--- config.mk ---
export PLATFORM = sky130hd
export DESIGN_NAME = note_ram_sequencer
export DESIGN_NICKNAME = d
export VERILOG_FILES = /design/src/rtl/note_ram_sequencer.sv
export SDC_FILE = /design/constraint.sdc
export NUM_CORES = 1
export LEC_CHECK = 0
export ABC_AREA = 1
export CORE_ASPECT_RATIO = 0.75
export CORE_MARGIN = 2
export CORE_UTILIZATION = 25
export DETAILED_ROUTE_END_ITERATION = 8
export DONT_BUFFER_PORTS = 1
export GPL_TIMING_DRIVEN = 0
export PLACE_DENSITY_LB_ADDON = 0.25
export SLEW_MARGIN = 5
export SYNTH_ARGS = -nofsm -noshare
export SYNTH_HDL_FRONTEND = slang
export SYNTH_SLANG_ARGS = --single-unit
--- constraint.sdc ---
create_clock -name clk -period 2.54 [get_ports clk]
set_input_delay 0.508 -clock clk [delete_from_list [all_inputs] [get_ports clk]]
set_output_delay 0.508 -clock clk [all_outputs]
set_load 0.02 [all_outputs]
--- src/rtl/note_ram_sequencer.sv ---
// Note RAM sequencer: loads UART bytes into the note RAM, plays them back one per beat.
// Optional NOTE_RAM_SEQ_LOOP_EN: replay the song continuously while play_en stays high.
module note_ram_sequencer #(
   parameter int          ADDR_W   = 6,
   parameter int unsigned BEAT_DIV = 50_000_000,
   parameter int          NOTE_W   = 5
) (
   input  logic              clk,
   input  logic              rst,
   input  logic              load_en,
   input  logic              play_en,
   input  logic              rx_valid,
   input  logic [7:0]        rx_data,
   output logic              ram_we,
   output logic [ADDR_W-1:0] ram_addr,
   output logic [7:0]        ram_wdata,
   input  logic [7:0]        ram_rdata,
   output logic [NOTE_W-1:0] note,
   output logic [ADDR_W:0]   song_len,
   output logic              overflow,
   output logic              play_done,
   output logic [2:0]        state_o
);

   localparam int            DEPTH = 2 ** ADDR_W;
   localparam logic [ADDR_W:0] FULL = (ADDR_W + 1)'(DEPTH);
   localparam logic [ADDR_W:0] ONE  = (ADDR_W + 1)'(1);
   // HOLD lasts BEAT_DIV-2 cycles; RD_REQ and RD_WAIT make up the rest
   localparam logic [31:0]   TC    = 32'(BEAT_DIV - 3);

   typedef enum logic [2:0] {
      IDLE    = 3'd0,
      LOAD    = 3'd1,
      RD_REQ  = 3'd2,
      RD_WAIT = 3'd3,
      HOLD    = 3'd4,
      DONE    = 3'd5
   } state_t;

   state_t            state;
   logic [ADDR_W-1:0] wr_ptr;
   logic [ADDR_W-1:0] rd_ptr;
   logic [31:0]       cnt;
   logic              last;

   assign last    = ({1'b0, rd_ptr} == (song_len - ONE));
   assign state_o = state;

   always_ff @(posedge clk) begin
      if (rst) begin
         state     <= IDLE;
         wr_ptr    <= '0;
         rd_ptr    <= '0;
         cnt       <= '0;
         ram_we    <= 1'b0;
         ram_addr  <= '0;
         ram_wdata <= '0;
         note      <= '0;
         song_len  <= '0;
         overflow  <= 1'b0;
         play_done <= 1'b0;
      end else begin
         ram_we    <= 1'b0;
         play_done <= 1'b0;
         unique case (state)
            IDLE: begin
               if (play_en && song_len != '0) begin
                  state    <= RD_REQ;
                  rd_ptr   <= '0;
                  ram_addr <= '0;
               end else if (load_en) begin
                  state    <= LOAD;
                  wr_ptr   <= '0;
                  song_len <= '0;
                  overflow <= 1'b0;
               end
            end
            LOAD: begin
               if (rx_valid) begin
                  if (song_len < FULL) begin
                     ram_we    <= 1'b1;
                     ram_addr  <= wr_ptr;
                     ram_wdata <= rx_data;
                     wr_ptr    <= wr_ptr + 1'b1;
                     song_len  <= song_len + ONE;
                  end else begin
                     overflow <= 1'b1;
                  end
               end
               if (!load_en) state <= IDLE;
            end
            RD_REQ: begin
               if (!play_en) begin
                  state <= IDLE;
                  note  <= '0;
               end else begin
                  state <= RD_WAIT;
               end
            end
            RD_WAIT: begin
               if (!play_en) begin
                  state <= IDLE;
                  note  <= '0;
               end else begin
                  note  <= ram_rdata[NOTE_W-1:0];
                  cnt   <= '0;
                  state <= HOLD;
               end
            end
            HOLD: begin
               if (!play_en) begin
                  state <= IDLE;
                  note  <= '0;
               end else if (cnt == TC) begin
                  if (last) begin
                     play_done <= 1'b1;
`ifdef NOTE_RAM_SEQ_LOOP_EN
                     rd_ptr    <= '0;
                     ram_addr  <= '0;
                     state     <= RD_REQ;
`else
                     note      <= '0;
                     state     <= DONE;
`endif
                  end else begin
                     rd_ptr   <= rd_ptr + 1'b1;
                     ram_addr <= rd_ptr + 1'b1;
                     state    <= RD_REQ;
                  end
               end else begin
                  cnt <= cnt + 1'b1;
               end
            end
            DONE: begin
               if (!play_en) state <= IDLE;
            end
            default: state <= IDLE;
         endcase
      end
   end

endmodule
==> results of run 1 <==
-- kinds of logic after synthesis --
family / Yosys count
AO/OA/AOI/OAI: 86
XOR/XNOR: 19
adder cells (fa/ha/maj): 7
buffers and inverters: 108
flip-flops: 76
AND/OR/NAND/NOR: 478
-- worst register-to-register path: stages, from the launching register on --
cell and delay [ps]:
dfxtp_1 590, inv_1 170, ha_1 280, inv_1 70
nand2_1 70, nand2_1 60, nand2_1 40, nand2_1 50
nand2_1 50, nor2_2 190, nand3_1 200, nor3_1 350
-- Yosys cell counts (all sizes together) --
cell,count,area (sq um)
xor2,12,105.1
o21ai,22,110.1
nor2,125,501.7
ha,7,87.58
nor3,18,112.6
or2,1,6.260
dfxtp,76,1521
clkbuf,9,33.78
nand3,57,312.8
buf,15,106.4
a21oi,63,341.6
xnor2,7,61.31
inv,83,311.5
clkinv,1,3.750
nand3b,1,7.510
nand4,27,168.9
nand2,249,947.2
o211ai,1,12.51
-- cell type report --
type / count / area share, %
clock buffers: 9 / 4.218
well taps: 247 / 5.789
inverters: 84 / 5.906
clock inverters: 7 / 0.9609
flip-flops and latches: 76 / 28.52
plain buffers: 24 / 2.625
multi-input cells: 590 / 51.98
-- power by group through the flow --
stage               Combinational [mW]  Clock [mW]  Sequential (mW)
floorplan                        0.267           0             1.33
global placement                 0.350           0             1.35
detailed placement               0.348           0             1.35
CTS                              0.351        1.28             1.32
global route                     0.402        1.33             1.33
finish                           0.350        1.23             1.32
-- worst max path at each step --
stage | start | end | slack, ps | cells after the start
after detailed placement | song_len[0] | rd_ptr[1] | 110 | 10
after global placement | song_len[0] | rd_ptr[1] | 100 | 10
after global routing | song_len[1] | rd_ptr[3] | 100 | 14
after floorplan | song_len[0] | rd_ptr[4] | 540 | 10
final | song_len[1] | play_done | 280 | 11
after CTS | song_len[0] | rd_ptr[4] | 100 | 10
-- state kept, by name, indices dropped and copies added, names as in the netlist --
| register | cells |
|---|---|
| cnt | 32 |
| ram_wdata | 8 |
| song_len | 7 |
| ram_addr | 6 |
| rd_ptr | 6 |
| wr_ptr | 6 |
| note | 5 |
| state_o | 3 |
| overflow | 1 |
| play_done | 1 |
| ram_we | 1 |
-- per-stage QoR --
step,worst slack [ps],power (mW),hold WS [ps]
floorplan,538.8,1.601,456.7
global placement,100.1,1.698,472.3
detailed placement,109.2,1.696,479.5
CTS,104.2,2.948,283.8
global route,99.68,3.057,290.1
finish,275.9,2.901,299.4
-- per-layer routing --
metal | vias up | track usage, % | share of wire [%]
met1 | 2128 | 24.06 | 54
li1 | 2494 | - | -
met3 | 18 | 4.898 | 8.0
met2 | 143 | 19.78 | 36
met4 | 0 | 4.535 | 1.3
met5 | - | 0 | 0
==> run metrics, run 1 <==
Worst Tran Pin Value ~720 ps; commonest non-fill, non-tap cell in the layout nand2_1; Synth Register Bits 76; syn_nets 802; final slew viol count 0; layout cell share with drive strength beyond 1 8.101%; xor and xnor area share after synthesis 3.502%; Die X 163.2 um; worst reg-to-reg setup slack between 200 and 300 ps; # hold bufs at CTS 0; Reg area about 1500 sq um; Routed WL 14720 um; most frequent cells in the layout nand2_1, nor2_1, inv_1, dfxtp_1, a21oi_1; die area 20140 sq um; Post-Synth Adder-Cell Area about 1.8%; final setup vio count 0; slowest CP cell dfxtp_1; Net Sw Power 0.8931 mW; startpoint of the worst hold path ram_rdata[4]; area growth from synthesis to layout 12.35%; Hold Fails Final Rpt 0; crit end category flip-flop; CP arrival 2480 ps; port buffer count 0; Via Count roughly 4800; Syn Inst Count 774; Reg2Reg Depth 11; Core ar. 18560 sq um; # DRC 0; clock slew at reported path FFs 60 ps; Post-Place Cell Area 5061 sq um; CTS tree yes; Yosys cell types 31; drt via density around 4.6; antenna violations before repair 0; clock sinks 76; # diodes 0; internal power 2.008 mW; leakage 2.059 nW; nature of the critical path startpoint flip-flop; first-pass GRT wire length ~24000 um; HP Class in -> reg; Critical R2R Launch song_len[1]; Final Cell Area 5339 sq um; post-cts sizing count 0; post-synthesis mux area share 0%; Iter 0 DRT Violations 430; CP top delay family simple AND/OR/NAND/NOR gates; # Post-CTS Setup Buffers 0; main combinational cell family by area after synthesis simple AND/OR/NAND/NOR gates; Final Cycle Share 89.14%; worst path bufs/invs 2; Final nets 813; f_max 441.7 MHz; worst vdd ir between 0.0003 and 0.0004 V; sequential share of power 45.5%; simple-gate share of the synthesized area 43.29%; Synth Area in Compound Gates 9.768%; Routed Antenna Nets 0; PwrDens 543.4 nW/um^2; status finished, final reports clean; unrepaired setup endpoints after global routing no; Hold Path End note[4]; sequential share of the synthesized area 32.02%; Crit Reg-Reg Endpoint play_done; power share of the clock group 42.4%; number of buffers created by CTS 9; worst rel slew slack between 50% and 60%; Clk Latency, worst-skew pair about 350 ps; min Tclk post-route 2264 ps; Post-Syn Area 4752 sq um; crit-path max FO 6; io pins 53; vias in the first global route between 4000 and 5000; H-tree depth 3; GRT Resource Usage Total 15.54%; hold depth 2; RD Place Congestion 0.9149; synth warn 0; Cell Chain, Critical Path inv_1, ha_1, inv_1, nand2_1, nand2_1, nand2_1, nand2_1, nand2_1, nor2_2, nand3_1, nor3_1; clk root buf clkbuf_16; per-cell routed wire length 14.19 um; DRT Pass-1 Iters 5; final core area utilization between 20% and 30%; max_cap viols 0; largest net degree at the start of global routing 15; gr ovfl total 0; Die Ht roughly 120 um; hpwl dp 11450 um; footprint of the multi-input gates 2775 sq um; post-placement cell count between 1000 and 1500; layout filler cell count 2083; final std cells w/o fill 1037; switching share of total power 30.79%; setup TNS 0 ps; CP Class reg -> reg; Worst path most repeated cell nand2_1; site row count 43; Clock Skew 7.325 ps; clock buffer depth 2; initial core utilization approximately 26%; combinational share of power 12.1%; Data required, critical path 2760 ps; CP max stage delay 590 ps; synthesized area per cell 6.140 sq um
No activity file was read; power rests on OpenSTA's default activity.
==> run 2: changes to the inputs <==
CORE_ASPECT_RATIO = unset   (was 0.75)
CORE_MARGIN = unset   (was 2)
SKIP_LAST_GASP = 1   (was unset)
==> run 2 against run 1 <==
Register-to-register slack gained 40 ps. Via count down 1.5%. Sequential power about the same. Hold slack gained 4.8 ps. Critical path depth fell by 1. Die area decreased by 2.9%. Flip-flop and latch count stayed put. Design area is 0.12% lower. Power grew 0.76%. Highest routed layer unchanged.
==> run metrics, run 2 (synthesized netlist as in run 1, its figures left out) <==
port buffer count 0; Final Cycle Share around 88%; crit end category flip-flop; RD Place Congestion 0.9294; largest net degree at the start of global routing 15; number of buffers created by CTS 9; Fin Hold WS 304.2 ps; post-placement cell count 1008; Hold Fails Final Rpt 0; Die X 139.9 um; die area 19560 sq um; final slew viol count 0; clock buffer depth 2; clk root buf clkbuf_16; Top reg by flops cnt; Iter 0 DRT Violations between 200 and 300; most frequent cells in the layout nand2_1, nor2_1, inv_1, dfxtp_1, a21oi_1; CTS tree yes; HP Class in -> reg; worst vdd ir 0.0003382 V; per-cell routed wire length 13.85 um; PwrDens 548.2 nW/um^2; slowest CP cell dfxtp_1; first-pass GRT wire length ~23000 um; vias in the first global route 4425; CP top delay family flip-flops; Die Ht 139.9 um; # diodes 0; worst rel slew slack a little over half; status finished, final reports clean; Worst path most repeated cell nor2_1; biggest regs cnt (32), ram_wdata (8), song_len (7); Routed WL 14180 um; GRT Resource Usage Total 15.09%; gr ovfl total 0; Clk Latency, worst-skew pair between 300 and 400 ps; DRT Pass-1 Iters 6; Clock Skew 4.924 ps; layout cell share with drive strength beyond 1 under 10%; initial core utilization 25.49%; min Tclk post-route 2228 ps; antenna violations before repair 0; worst path bufs/invs 2; io pins 53; final setup vio count 0; hpwl dp 10990 um; # DRC 0; Power, Total just under 3 mW; nature of the critical path startpoint flip-flop; Cell Chain, Critical Path inv_1, ha_1, xnor2_1, nor2_1, nand2_1, nor2_2, nand3_4, buf_6, a21oi_1, nor2_1; leakage 2.066 nW; Data required, critical path 2790 ps; area growth from synthesis to layout 12.22%; # hold bufs at CTS 0; final std cells w/o fill a little over 1000; crit-path max FO 10; f_max 448.8 MHz; Final nets 813; CP arrival about 2500 ps; CP max stage delay 580 ps; max_cap viols 0; flip-flop count of the largest register after layout 32; commonest non-fill, non-tap cell in the layout nand2_1; Routed Antenna Nets 0; Via Count 4713; clock sinks 76; setup TNS 0 ps; Core ar. between 15000 and 20000 sq um; CP Class reg -> reg; clock slew at reported path FFs 60 ps; unrepaired setup endpoints after global routing no; site row count 50; drt via density between 4 and 5; H-tree depth 3; Worst Tran Pin Value 685.1 ps
run 2: cell count changes in the layout (fill, tap and decap cells not counted), sizes merged:
cell      change
clkbuf        +1
clkinv        +1
clkinvlp      -1
inv           -1
run 2: worst reg2reg max path, stage by stage, from the launching register on:
cell and delay (ps):
dfxtp_1 580, inv_1 160, ha_1 340, xnor2_1 130
nor2_1 80, nand2_1 70, nor2_2 180, nand3_4 180
buf_6 190, a21oi_1 140, nor2_1 60
run 2: metrics by stage:
| step | cell area [sq um] | worst slack, ps | util (%) |
|---|---|---|---|
| floorplan | 4752 | 538.8 | - |
| global placement | 5045 | 159.8 | 27.06 |
| detailed placement | 5045 | 145.4 | 27.06 |
| CTS | 5331 | 132.1 | 28.60 |
| global route | 5333 | 93.99 | 28.60 |
| finish | 5333 | 311.9 | 28.60 |
run 2: timing repair:
action,4_1_cts,5_1_grt
setup buffers,0,0
resized for setup,0,1
setup endpoints to repair,0,17
run 2: area by class of cell:
class	count	area, sq um
multi-input combinational	590	2775
fill	2111	13310
inverter	84	315.3
sequential	76	1523
tap	234	292.8
clock buffer	10	239.0
buffer	24	140.1
clock inverter	6	47.55
run 2: where the power goes:
group | leakage [nW] | internal, mW | switching (mW) | total [mW]
logic | 1.31 | 0.105 | 0.241 | 0.346
registers | 0.615 | 1.24 | 0.0823 | 1.32
clock network | 0.139 | 0.695 | 0.563 | 1.26
run 2: path summary, 6_finish.rpt:
kind | startpoint | endpoint | slack [ps] | cells past startpoint
worst max-delay path | song_len[1] | rd_ptr[4] | 310 | 10
worst min-delay path | ram_rdata[1] | note[1] | 300 | 2
worst max register to register | song_len[1] | rd_ptr[4] | 310 | 10
worst min register to register | cnt[30] | cnt[30] | 490 | 2
run 2: layer usage:
layer	part of all wire, %	track usage, %	up-vias
li1	-	-	2483
met1	49	19.58	2117
met2	45	24.03	81
met3	3.7	3.854	32
met4	2.4	5.495	0
met5	0	0	-
